===== config.mk =====
export PLATFORM = sky130hd
export DESIGN_NAME = fb_reader_flat
export DESIGN_NICKNAME = d
export VERILOG_FILES = /design/src/rtl/fb_reader_if.sv /design/src/rtl/fb_reader.sv /design/src/flat_wrapper.sv
export SDC_FILE = /design/constraint.sdc
export NUM_CORES = 1
export LEC_CHECK = 0
export CORE_MARGIN = 5
export CORE_UTILIZATION = 40
export CTS_CLUSTER_SIZE = 14
export DETAILED_ROUTE_END_ITERATION = 8
export HOLD_SLACK_MARGIN = 0.03
export PLACE_DENSITY = 0.63
export SETUP_SLACK_MARGIN = 0.05
export SYNTH_ARGS = -nofsm -noshare
export SYNTH_HDL_FRONTEND = slang
export SYNTH_SLANG_ARGS = --single-unit

===== constraint.sdc =====
create_clock -name clk -period 5.2 [get_ports clk]
set_input_delay 0.52 -clock clk [delete_from_list [all_inputs] [get_ports clk]]
set_output_delay 0.52 -clock clk [all_outputs]
set_load 0.01 [all_outputs]

===== src/rtl/fb_reader_if.sv =====
// Wishbone classic bus bundle shared by the frame-buffer reader and its memory slave.
// Clock and reset travel with the bus so the reader has a single timing reference.
interface wshb_if (
   input logic clk,
   input logic rst
);
   logic        stb;
   logic        cyc;
   logic        we;
   logic        ack;
   logic [31:0] adr;
   logic [31:0] dat_ms;
   logic [31:0] dat_sm;
   logic [3:0]  sel;
   logic [2:0]  cti;
   logic [1:0]  bte;

   modport master (
      input  clk, rst, ack, dat_sm,
      output stb, cyc, adr, we, sel, cti, bte, dat_ms
   );

   modport slave (
      input  clk, rst, stb, cyc, adr, we, sel, cti, bte, dat_ms,
      output ack, dat_sm
   );
endinterface


===== src/rtl/fb_reader.sv =====
// Frame-buffer reader: walks a frame in raster order over Wishbone classic reads
// and streams the fetched pixel words through a small FIFO with a start-of-frame flag.
module fb_reader #(
   parameter int unsigned HDISP      = 800,
   parameter int unsigned VDISP      = 480,
   parameter logic [31:0] BASE_ADDR  = 32'h0,
   parameter int unsigned FIFO_DEPTH = 16
) (
   wshb_if.master      wshb_ifm,
   input  logic        frame_restart,
   output logic [31:0] pix_data,
   output logic        pix_sof,
   output logic        pix_valid,
   input  logic        pix_ready
);
   localparam int unsigned XW = (HDISP > 1) ? $clog2(HDISP) : 1;
   localparam int unsigned YW = (VDISP > 1) ? $clog2(VDISP) : 1;
   localparam int unsigned AW = $clog2(FIFO_DEPTH);
   localparam int unsigned CW = AW + 1;
   localparam logic [CW-1:0] DEPTH_C = CW'(FIFO_DEPTH);

   typedef struct packed {
      logic [31:0] data;
      logic        sof;
   } pix_t;

   typedef enum logic [0:0] {S_IDLE, S_READ} state_t;

   state_t        r_state;
   state_t        w_state_nxt;
   logic          w_stb;
   logic [XW-1:0] r_x;
   logic [YW-1:0] r_y;
   logic [XW-1:0] w_x_nxt;
   logic [YW-1:0] w_y_nxt;
   logic [31:0]   r_adr;
   logic [31:0]   w_adr_nxt;
   logic          r_discard;
   pix_t          r_mem [FIFO_DEPTH];
   logic [AW-1:0] r_wr;
   logic [AW-1:0] r_rd;
   logic [CW-1:0] r_cnt;
   logic [CW-1:0] w_cnt_nxt;
   logic          w_ack;
   logic          w_push;
   logic          w_pop;
   logic          w_hold;

   assign w_ack     = wshb_ifm.ack && (r_state == S_READ);
   assign w_push    = w_ack && !r_discard && !frame_restart;
   assign w_pop     = (r_cnt != '0) && pix_ready && !frame_restart;
   assign w_cnt_nxt = frame_restart ? '0 : (r_cnt + CW'(w_push) - CW'(w_pop));
   assign w_hold    = (r_state == S_READ) && !wshb_ifm.ack;

   // Raster position of the next fetch; a restart forces (0,0) immediately.
   always_comb begin
      w_x_nxt = r_x;
      w_y_nxt = r_y;
      if (frame_restart) begin
         w_x_nxt = '0;
         w_y_nxt = '0;
      end else if (w_push) begin
         if (r_x == XW'(HDISP - 1)) begin
            w_x_nxt = '0;
            w_y_nxt = (r_y == YW'(VDISP - 1)) ? '0 : r_y + YW'(1);
         end else begin
            w_x_nxt = r_x + XW'(1);
         end
      end
   end

   assign w_adr_nxt = BASE_ADDR
                    + (32'(w_x_nxt) + 32'(w_y_nxt) * 32'(HDISP)) * 32'd4;

   always_ff @(posedge wshb_ifm.clk) begin
      if (wshb_ifm.rst) begin
         r_state <= S_IDLE;
      end else begin
         r_state <= w_state_nxt;
      end
   end

   always_comb begin
      w_state_nxt = r_state;
      case (r_state)
         S_IDLE:  if (r_cnt < DEPTH_C) w_state_nxt = S_READ;
         S_READ:  if (wshb_ifm.ack) w_state_nxt = (w_cnt_nxt < DEPTH_C) ? S_READ : S_IDLE;
         default: w_state_nxt = S_IDLE;
      endcase
   end

   always_comb begin
      w_stb = 1'b0;
      if (r_state == S_READ) w_stb = 1'b1;
   end

   // Address is frozen while a request waits for its ack, even across a restart.
   always_ff @(posedge wshb_ifm.clk) begin
      if (wshb_ifm.rst) begin
         r_x       <= '0;
         r_y       <= '0;
         r_adr     <= BASE_ADDR;
         r_discard <= 1'b0;
      end else begin
         r_x <= w_x_nxt;
         r_y <= w_y_nxt;
         if (!w_hold) r_adr <= w_adr_nxt;
         if (w_ack) begin
            r_discard <= 1'b0;
         end else if (w_hold && frame_restart) begin
            r_discard <= 1'b1;
         end
      end
   end

   always_ff @(posedge wshb_ifm.clk) begin
      if (w_push) r_mem[r_wr] <= '{data: wshb_ifm.dat_sm, sof: (r_x == '0) && (r_y == '0)};
   end

   always_ff @(posedge wshb_ifm.clk) begin
      if (wshb_ifm.rst || frame_restart) begin
         r_wr  <= '0;
         r_rd  <= '0;
         r_cnt <= '0;
      end else begin
         if (w_push) r_wr <= r_wr + AW'(1);
         if (w_pop)  r_rd <= r_rd + AW'(1);
         r_cnt <= w_cnt_nxt;
      end
   end

   assign pix_valid = (r_cnt != '0);
   assign pix_data  = r_mem[r_rd].data;
   assign pix_sof   = pix_valid && r_mem[r_rd].sof;

   assign wshb_ifm.stb    = w_stb;
   assign wshb_ifm.cyc    = w_stb;
   assign wshb_ifm.adr    = r_adr;
   assign wshb_ifm.we     = 1'b0;
   assign wshb_ifm.sel    = 4'b1111;
   assign wshb_ifm.cti    = 3'b000;
   assign wshb_ifm.bte    = 2'b00;
   assign wshb_ifm.dat_ms = 32'h0;
endmodule


===== src/flat_wrapper.sv =====
// flat-port wrapper written by rule: the top's interface ports become plain ports
module fb_reader_flat 
#(
   parameter int unsigned HDISP      = 800,
   parameter int unsigned VDISP      = 480,
   parameter logic [31:0] BASE_ADDR  = 32'h0,
   parameter int unsigned FIFO_DEPTH = 16
)
  (frame_restart, pix_data, pix_sof, pix_valid, pix_ready, clk, rst, wshb_ifm_ack, wshb_ifm_dat_sm, wshb_ifm_stb, wshb_ifm_cyc, wshb_ifm_adr, wshb_ifm_we, wshb_ifm_sel, wshb_ifm_cti, wshb_ifm_bte, wshb_ifm_dat_ms);
  wshb_if wshb_ifm_i (.clk(clk), .rst(rst));
  input  logic frame_restart;
  output logic [31:0] pix_data;
  output logic pix_sof;
  output logic pix_valid;
  input  logic pix_ready;
  input wire logic clk;
  input wire logic rst;
  input wire logic [$bits(wshb_ifm_i.ack)-1:0] wshb_ifm_ack;
  input wire logic [$bits(wshb_ifm_i.dat_sm)-1:0] wshb_ifm_dat_sm;
  output wire logic [$bits(wshb_ifm_i.stb)-1:0] wshb_ifm_stb;
  output wire logic [$bits(wshb_ifm_i.cyc)-1:0] wshb_ifm_cyc;
  output wire logic [$bits(wshb_ifm_i.adr)-1:0] wshb_ifm_adr;
  output wire logic [$bits(wshb_ifm_i.we)-1:0] wshb_ifm_we;
  output wire logic [$bits(wshb_ifm_i.sel)-1:0] wshb_ifm_sel;
  output wire logic [$bits(wshb_ifm_i.cti)-1:0] wshb_ifm_cti;
  output wire logic [$bits(wshb_ifm_i.bte)-1:0] wshb_ifm_bte;
  output wire logic [$bits(wshb_ifm_i.dat_ms)-1:0] wshb_ifm_dat_ms;
  assign wshb_ifm_i.ack = wshb_ifm_ack;
  assign wshb_ifm_i.dat_sm = wshb_ifm_dat_sm;
  assign wshb_ifm_stb = wshb_ifm_i.stb;
  assign wshb_ifm_cyc = wshb_ifm_i.cyc;
  assign wshb_ifm_adr = wshb_ifm_i.adr;
  assign wshb_ifm_we = wshb_ifm_i.we;
  assign wshb_ifm_sel = wshb_ifm_i.sel;
  assign wshb_ifm_cti = wshb_ifm_i.cti;
  assign wshb_ifm_bte = wshb_ifm_i.bte;
  assign wshb_ifm_dat_ms = wshb_ifm_i.dat_ms;
  fb_reader #(.HDISP(HDISP), .VDISP(VDISP), .BASE_ADDR(BASE_ADDR), .FIFO_DEPTH(FIFO_DEPTH)) u_core (.wshb_ifm(wshb_ifm_i), .frame_restart(frame_restart), .pix_data(pix_data), .pix_sof(pix_sof), .pix_valid(pix_valid), .pix_ready(pix_ready));
endmodule

Word-level counts from Yosys, hierarchy flattened:

Memory sizes are Yosys's and may differ from the RTL's. A register that Yosys moved wholly into a read port is not among the register bits.
Index checks and enable logic that the tools add are counted.

* register bits: 64
* RAM bits: 528
* logic and storage cells: 56
* output and inout port bits: 110
* memories kept: 1
* bits of input ports: 37

Memories
* u_core.r_mem: words 16, bits a word 33, rd ports 1, clocked after memory_dff 1, wr ports 1, line fb_reader.sv:39 `pix_t r_mem [FIFO_DEPTH];`

* bitwise operators: 1
* muxes and demuxes: 17
* reduce and logical (&&, ||, !) cells: 17
* multipliers: 1
* $lt $le $gt $ge: 2
* eq/ne operators: 2
* add/subtract/negate cells: 7

Operators with widths (count)
* $mux W9: 4
* $mux W10: 3
* $add A10 B19 Y20: 1
* $mul A9 B5 Y14 const B: 1
* $add A10 B1 Y10 const B: 1
* $eq A10 B10 Y1 const B: 1
* $logic_not A10 Y1: 1
* $lt A5 B5 Y1 const B: 2
* $add A9 B1 Y9 const B: 1
* $eq A9 B9 Y1 const B: 1
* $logic_and A1 B1 Y1: 9
* $logic_not A9 Y1: 1
* $add A4 B1 Y4 const B: 2
* $mux W4: 2
* $mux W1: 6
* $add A5 B1 Y5: 1
* $mux W5: 1
* $reduce_bool A5 Y1: 1
* $sub A5 B1 Y5: 1
* $logic_not A1 Y1: 3
* $pmux W1 S2: 1
* $reduce_or A2 Y1: 1
* $logic_or A1 B1 Y1: 1
* $not A1 Y1: 1

Depth between registers and ports, before layout:

Gate-level depths: netlist of run 1.

* depth in word-level cells: 10
* gate-level depth with buffers: 22
* depth with buffers taken out: 21

Worst setup path after synthesis of run 1:

Ideal clock, no wire load.

* path type: in2reg
* start point: in frame_restart
* end point: reg u_core.r_adr[20], in the netlist u_core.wshb_ifm.adr[20]
* data required time: 5097 ps
* setup slack: 128 ps
* setup time: 103 ps
* stages on the path: 22
* arrival time: 4968 ps
* path buffers: 2
* cells stage by stage: nand4bb_1 buf_6 inv_2 nand3_1 clkbuf_1 or4_1 nor3_1 a21oi_1 nor2_1 ha_1 ha_1 inv_1 fa_1 inv_1 ha_1 o21ai_0 a21oi_1 or4_1 nand3_1 nand2_1 o41a_1 a2111oi_2

* cells in the longest elaborated chain, start to end: 6
* elaborated cells between the ends (all ways): 8
* those cells by class: add/sub: 1; mul: 1; mux: 4; reduce/logical: 2

RTL lines
* from (decl): line flat_wrapper.sv:11 `input logic frame_restart;`
* $logic_not A1 Y1: line fb_reader.sv:50 `assign w_push = w_ack && !r_discard && !frame_restart;`
* $logic_and A1 B1 Y1: line fb_reader.sv:50
* $mux W9: line fb_reader.sv:62 `end else if (w_push) begin`
* $mux W9 *: line fb_reader.sv:59 `if (frame_restart) begin`
* via u_core.w_y_nxt[5]: line fb_reader.sv:35 `logic [YW-1:0] w_y_nxt;`
* $mul A9 B5 Y14 *: line fb_reader.sv:73 `+ (32'(w_x_nxt) + 32'(w_y_nxt) * 32'(HDISP)) * 32'd4;`
* $add A10 B19 Y20 *: line fb_reader.sv:73
* to (signal assigned): line fb_reader.sv:107 `if (!w_hold) r_adr <= w_adr_nxt;`
* to (decl): line fb_reader.sv:36 `logic [31:0] r_adr;`

Mark *: on every way through the listed nets, which the timed path passes. The rest lies on a longest branch.
A chain may end at the register's enable or synchronous reset.

Final worst setup path of run 1:

* start point: reg u_core.r_x[0]
* end point: reg u_core.r_adr[20], in the netlist u_core.wshb_ifm.adr[20]

* cells in the longest elaborated chain, start to end: 6
* elaborated cells between the ends (all ways): 10
* those cells by class: add/sub: 2; mul: 1; eq/ne: 1; mux: 6

RTL lines
* from (decl): line fb_reader.sv:32 `logic [XW-1:0] r_x;`
* from (signal assigned): line fb_reader.sv:105 `r_x <= w_x_nxt;`
* $eq A10 B10 Y1: line fb_reader.sv:63 `if (r_x == XW'(HDISP - 1)) begin`
* $mux W9: line fb_reader.sv:63
* $mux W9: line fb_reader.sv:62
* $mux W9: line fb_reader.sv:59
* via u_core.w_y_nxt[5]: line fb_reader.sv:35
* $mul A9 B5 Y14: line fb_reader.sv:73
* $add A10 B19 Y20: line fb_reader.sv:73

The timed path passes the listed nets, and every way through them passes these cells.

==> results.toml, run 1 <==
[place]
gpl.final_weighted_congestion = 0.787
dp_hpwl_um = 30100
dpl.cell_count = 2180
pre_cts_slack_ps = -237
numPortBuffers = 92
placed_area_um2 = 26400

[detailed_routing]
avgViaCountPerCell = 5.34
wl_per_cell_um = 23.2
ant_nets = 0
routed-wl-met3_um = 2540
drc = 0
finalWirelength_um = 53100
drt_iter0_markers = 897
routed-wl-met2_um = 26700
vias = 12200
wl_met1_um = 23000
maxUsedRoutingLayer = "met5"
drtPass1Iterations = 5

[yosys]
synth_edf_count = 528
syn-instance-count = 1294
synth-async-reset-ratio_pct = 0
ys_warn_count = 0
netlist_area_um2 = 24200
yosys_most_used_dff = "edfxtp_1"
synth_seq_area_share_pct = 70.2
avgSynthCellArea_um2 = 18.7
ys_ff_latch = 586
yosysUniqueCellTypes = 64

[clock_tree]
cts_sinks = 586
hold_buffers = 0
cts_buffers = 59
cts_tree = "done"
clock_latency_ps = 620
clk_pin_slew_worst_paths_ps = 60
clock_path_buffers = 3
h-tree-depth = 2
clock-root-buffer = "clkbuf_16"

[critical_path]
cp_data_required_time_ps = 5690
crit_family = "simple AND/OR/NAND/NOR gates"
crit_start = "u_core.r_x[0]"
critPathArrivalTime_ps = 5390
r2r_slack_ps = 300
slowest_stage = "fa_1"
worstPathCellList = "ha_1, and4_4, and2_1, nand3_1, or4_1, nor3_2, a21oi_1, nor2_1, ha_1, ha_1, inv_1, fa_1, inv_1, ha_4, o21ai_1, a21oi_2, or4_1, nand3_2, nand2_1, o41a_1, a2111oi_2"
cp_slowest_stage_delay_ps = 540
cp_num_buf_inv = 2
reg2regPathDepth = 21
cp-start-kind = "register"
end_kind = "register"
crit_end = "u_core.wshb_ifm.adr[20]"
crit-reg2reg-capture = "u_core.wshb_ifm.adr[20]"
crit_cells = 21
r2r_start = "u_core.r_x[0]"
critPathKind = "register to register"
crit_path_frequent_cell = "ha_1"
cp_max_fo = 5

[global_route]
grt_pass1_wl_um = 79500
grt_pass1_vias = 12600
grt_util_all_layers_pct = 15.8
antenna_found_initial = 2
grt_max_degree = 63
overflow = 0

[job]
maxCapViolCount = 0

[run_status]
run_status = "finished clean"

[sta]
finalSetupViolations = 0
rsz0062_at_grt = "no"
clock.fmax_ghz = 0.204
layout_setup_ws_ps = 302
drv_slew = 0
tightestPinTransition_ps = 1100
relSlewSlack_pct = 27.0
min_period_over_period_pct = 94.2
whs_ps = 462
min_period_ps = 4900
hold_viol_final = 0
skew_ps = 30.0

[die]
initial_utilization_pct = 40.3
die_width_um = 256
dieArea_um2 = 65600
num_rows = 90
core_um2 = 60100
io_pins = 147
die_h_um = 256

[finish]
multiInputGateArea_um2 = 6800
seq_area_um2 = 17000
drive_gt1_share_pct = 25.3
layout_common_cells = "edfxtp_1 (528), mux4_2 (165), clkdlybuf4s50_1 (92)"
nets = 1548
fin_area_um2 = 28400
syn_to_final_growth_pct = 17.2
instances_no_fill = 2286
layout_commonest_cell = "edfxtp_1"
nFillCells = 5091

[power_and_ir_drop]
vdd_ir_drop_max_uv = 269
p_leak_uw = 0.00914
power_density_nw_per_um2 = 350

[hold_path]
hold_class = "register to register"
-- power by group --
| group | total (uW) | leakage [uW] | internal, uW | switching [uW] |
|---|---|---|---|---|
| Clock | 4200 | 0.000932 | 2430 | 1760 |
| Sequential | 5190 | 0.00521 | 5150 | 34.4 |
| Combinational | 544 | 0.00300 | 272 | 272 |
| Total | 9930 | 0.00914 | 7860 | 2070 |
-- worst min-delay path, delay by kind of cell (launching register included) --
kind	cells	cell delay, ps
AO/OA/AOI/OAI	1	50
flip-flops	1	310
AND/OR/NAND/NOR	1	50
-- worst min-delay path by stage --
stage | from | to | slack (ps) | cells after the start
finish | u_core.wshb_ifm.adr[11] | u_core.wshb_ifm.adr[11] | 460 | 2
global placement | u_core.wshb_ifm.adr[11] | u_core.wshb_ifm.adr[11] | 450 | 2
CTS | u_core.r_rd[1] | register | 460 | 2
floorplan | u_core.r_rd[1] | register | 470 | 2
global route | u_core.wshb_ifm.adr[11] | u_core.wshb_ifm.adr[11] | 480 | 2
detailed placement | u_core.wshb_ifm.adr[11] | u_core.wshb_ifm.adr[11] | 450 | 2
-- cell type report --
cell class	instances	share of cell area, %
Multi-Input combinational cell	604	23.9
Timing Repair Buffer	166	5.33
Sequential cell	586	60.0
Clock inverter	35	1.37
Clock buffer	70	5.35
Inverter	42	0.555
Tap cell	782	3.45
Antenna cell	1	0.00881
-- cell usage after synthesis, drive strengths merged, types with 3 or more instances --
library cell / n / area, um2
xor2: 19 / 166
and2: 4 / 25.0
fa: 6 / 120
a21oi: 27 / 135
clkbuf: 36 / 136
ha: 46 / 576
a211oi: 12 / 90.1
o21ai: 9 / 48.8
mux2: 3 / 33.8
dfxtp: 58 / 1160
edfxtp: 528 / 15900
buf: 78 / 519
nor4: 8 / 65.1
xnor2: 13 / 114
nand3b: 3 / 22.5
o2111ai: 4 / 35.0
nand2: 33 / 124
mux2i: 3 / 30.0
a21o: 4 / 30.0
nand2b: 8 / 50.1
mux4: 165 / 3720
nor2b: 7 / 43.8
nand4: 8 / 50.1
inv: 42 / 158
and3: 3 / 18.8
or4: 6 / 45.0
nor2: 84 / 315
nor3: 31 / 176
nand3: 11 / 55.1
o31ai: 5 / 51.3
-- cell families (layout without fill, tap and decap cells) --
kind of cell	count (synthesis)	in the layout	share of synthesized area [%]
xor gates and xnor gates	32	32	1.16
DFF	586	586	70.2
buffers and inverters	156	313	3.36
adders and majority gates	52	52	2.87
muxes	171	171	15.6
other	2	55	0.0310
and+or+nand+nor	217	217	4.47
AOI/OAI and AO/OA	78	78	2.29
-- per-layer routing --
metal  up-vias  global-route usage, %
met4         2                   3.52
met1      6464                   21.6
met5         -                      0
met3        64                   2.91
li1       5395                      -
met2       285                   26.6
-- sequential cells by signal (all words and copies together) (netlist names), named ones only --
| name | cells |
|---|---|
| u_core.r_rd | 4 |
| u_core.wshb_ifm.adr | 20 |
| u_core.r_wr | 4 |
| u_core.r_y | 9 |
| u_core.r_cnt | 5 |
| u_core.r_discard | 1 |
| u_core.r_state | 1 |
| u_core.r_x | 10 |
| u_core.r_mem | 528 |
-- stage by stage --
stage | power [uW] | TNS, ps | util (%)
after global routing | 10300 | 0 | 47.2
after global placement | 5830 | -338 | 43.9
after CTS | 10000 | 0 | 47.1
after detailed placement | 5840 | -749 | 43.9
final | 9930 | 0 | 47.2
after floorplan | 5630 | 0 | -
-- what timing repair did --
item / CTS / global route
buffers inserted: 0 / 0
endpoints found under the setup margin: 0 / 5
resized for setup: 0 / 20
Power figures use the tool's default switching activity.
==> inputs of run 2 (changes only) <==
CTS_CLUSTER_DIAMETER = 40   (was default)
PLACE_DENSITY = default   (was 0.63)
SKIP_LAST_GASP = 1   (was default)
==> results.toml, run 2 (synthesis gave the netlist of run 1 again) <==
[die]
initial_utilization_pct = 40.3
num_rows = 90
dieArea_um2 = 65600
io_pins = 147
die_h_um = 256
core_um2 = 60100
die_width_um = 256

[detailed_routing]
finalWirelength_um = 54300
drtPass1Iterations = 5
avgViaCountPerCell = 5.29
ant_nets = 0
wl_per_cell_um = 23.1
drc = 0
drt_iter0_markers = 807
vias = 12400

[sta]
drv_slew = 0
min_period_over_period_pct = 94.8
rsz0062_at_grt = "yes"
skew_ps = 26.4
tightestPinTransition_ps = 1030
finalSetupTns_ps = 0
relSlewSlack_pct = 31.1
finalSetupViolations = 0
whs_ps = 454
hold_viol_final = 0
clock.fmax_ghz = 0.203
min_period_ps = 4930

[finish]
top_register = "u_core.r_mem"
syn_to_final_growth_pct = 22.5
layout_commonest_cell = "edfxtp_1"
largest_reg_flops = 528
fin_area_um2 = 29700
instances_no_fill = 2349
layout_common_cells = "edfxtp_1 (528), mux4_2 (165), clkdlybuf4s50_1 (92)"
drive_gt1_share_pct = 29.4
utilization_pct = 49.4
nets = 1580

[critical_path]
crit_start = "u_core.r_x[0]"
r2r_slack_ps = 270
r2r_start = "u_core.r_x[0]"
critPathArrivalTime_ps = 5480
critPathKind = "register to register"
cp_data_required_time_ps = 5750
cp_max_fo = 11
crit_end = "u_core.wshb_ifm.adr[18]"
end_kind = "register"
crit-reg2reg-capture = "u_core.wshb_ifm.adr[18]"
reg2regPathDepth = 23
cp-start-kind = "register"

[power_and_ir_drop]
clkPwrFrac_pct = 51.8
p_leak_uw = 0.00977
power_frac_seq_pct = 43.5
power_density_nw_per_um2 = 401
p_switching_uw = 2640
p_comb_share_pct = 4.6
p_int_uw = 9260
vdd_ir_drop_max_uv = 271
switching_share_pct = 22.2

[global_route]
antenna_found_initial = 0
grt_max_degree = 55
grt_pass1_wl_um = 83000
overflow = 0
grt_pass1_vias = 13200
grt_util_all_layers_pct = 16.5

[place]
placed_area_um2 = 26400
numPortBuffers = 92
dp_hpwl_um = 30600
gpl.final_weighted_congestion = 0.759
dpl.cell_count = 2183

[clock_tree]
cts_buffers = 87
cts_tree = "done"
clock_latency_ps = 630
clk_pin_slew_worst_paths_ps = 50
clock_path_buffers = 3
cts_sinks = 586
clock-root-buffer = "clkbuf_16"
hold_buffers = 0
h-tree-depth = 3

[run_status]
run_status = "finished clean"

[hold_path]
hold_class = "register to register"

[job]
maxCapViolCount = 0
-- run 2: changes by cell type in the layout (fill, tap and decap cells not counted), sizes merged --
cell / change
clkbuf: +22
clkinvlp: +4
bufinv: +5
buf: +4
inv: +21
clkinv: +7
-- run 2: worst min path at each step --
| stage | start | to | slack (ps) | cells after the start |
|---|---|---|---|---|
| floorplan | u_core.r_rd[1] | register | 470 | 2 |
| global placement | u_core.wshb_ifm.adr[11] | u_core.wshb_ifm.adr[11] | 450 | 2 |
| detailed placement | u_core.wshb_ifm.adr[21] | u_core.wshb_ifm.adr[21] | 450 | 2 |
| CTS | u_core.wshb_ifm.adr[21] | u_core.wshb_ifm.adr[21] | 460 | 2 |
| global route | u_core.wshb_ifm.adr[21] | u_core.wshb_ifm.adr[21] | 490 | 2 |
| finish | u_core.wshb_ifm.adr[21] | u_core.wshb_ifm.adr[21] | 450 | 2 |
-- run 2: layer usage --
| layer | routed length (um) | up-vias | global-route usage [%] |
|---|---|---|---|
| li1 | - | 5508 | - |
| met1 | 23100 | 6535 | 22.2 |
| met2 | 27500 | 309 | 27.8 |
| met3 | 2710 | 72 | 3.35 |
| met4 | 936 | 0 | 4.00 |
| met5 | 0 | - | 0 |
-- run 2: through the flow --
step | worst slack, ps | power (uW)
2_1_floorplan | 128 | 5630
3_3_place_gp | -135 | 5830
3_5_place_dp | -234 | 5840
4_1_cts | 81.7 | 12100
5_1_grt | 19.4 | 12300
6_report | 269 | 11900
-- run 2: cell type report --
class	instances	area (um2)
clock inverter	72	933
sequential	586	17000
clock buffer	92	2230
fill	4906	30400
tap	782	978
timing repair buffer	170	1540
antenna	1	2.50
multi-input combinational	604	6810
inverter	42	158
-- run 2: power groups by stage --
stage	clock network, uW	registers, uW	logic, uW
after floorplan	0	5270	363
after CTS	6310	5180	564
after detailed placement	0	5280	562
after global placement	0	5280	555
final	6170	5180	552
after global routing	6540	5180	605
-- run 2: what timing repair did --
item,CTS,global route
setup endpoints to repair,2,5
endpoints found under the hold margin,0,0
buffers inserted,0,1
pin swaps,0,4
resized for setup,1,23
-- run 2: critical path, cell delays in order (launching register included) --
cell and delay [ps]:
dfxtp_4 360, ha_2 180, and4_4 230, and2_4 150, nand3_1 80, buf_4 200, o21ai_1 160, o31ai_2 90
nand2b_1 90, inv_1 60, ha_1 290, ha_1 270, inv_1 50, fa_1 530, inv_1 40, ha_1 360
o21ai_2 160, a21oi_2 60, or4_4 550, nand3_4 110, nand2_2 60, buf_4 140, or4_1 530, nand3_1 100
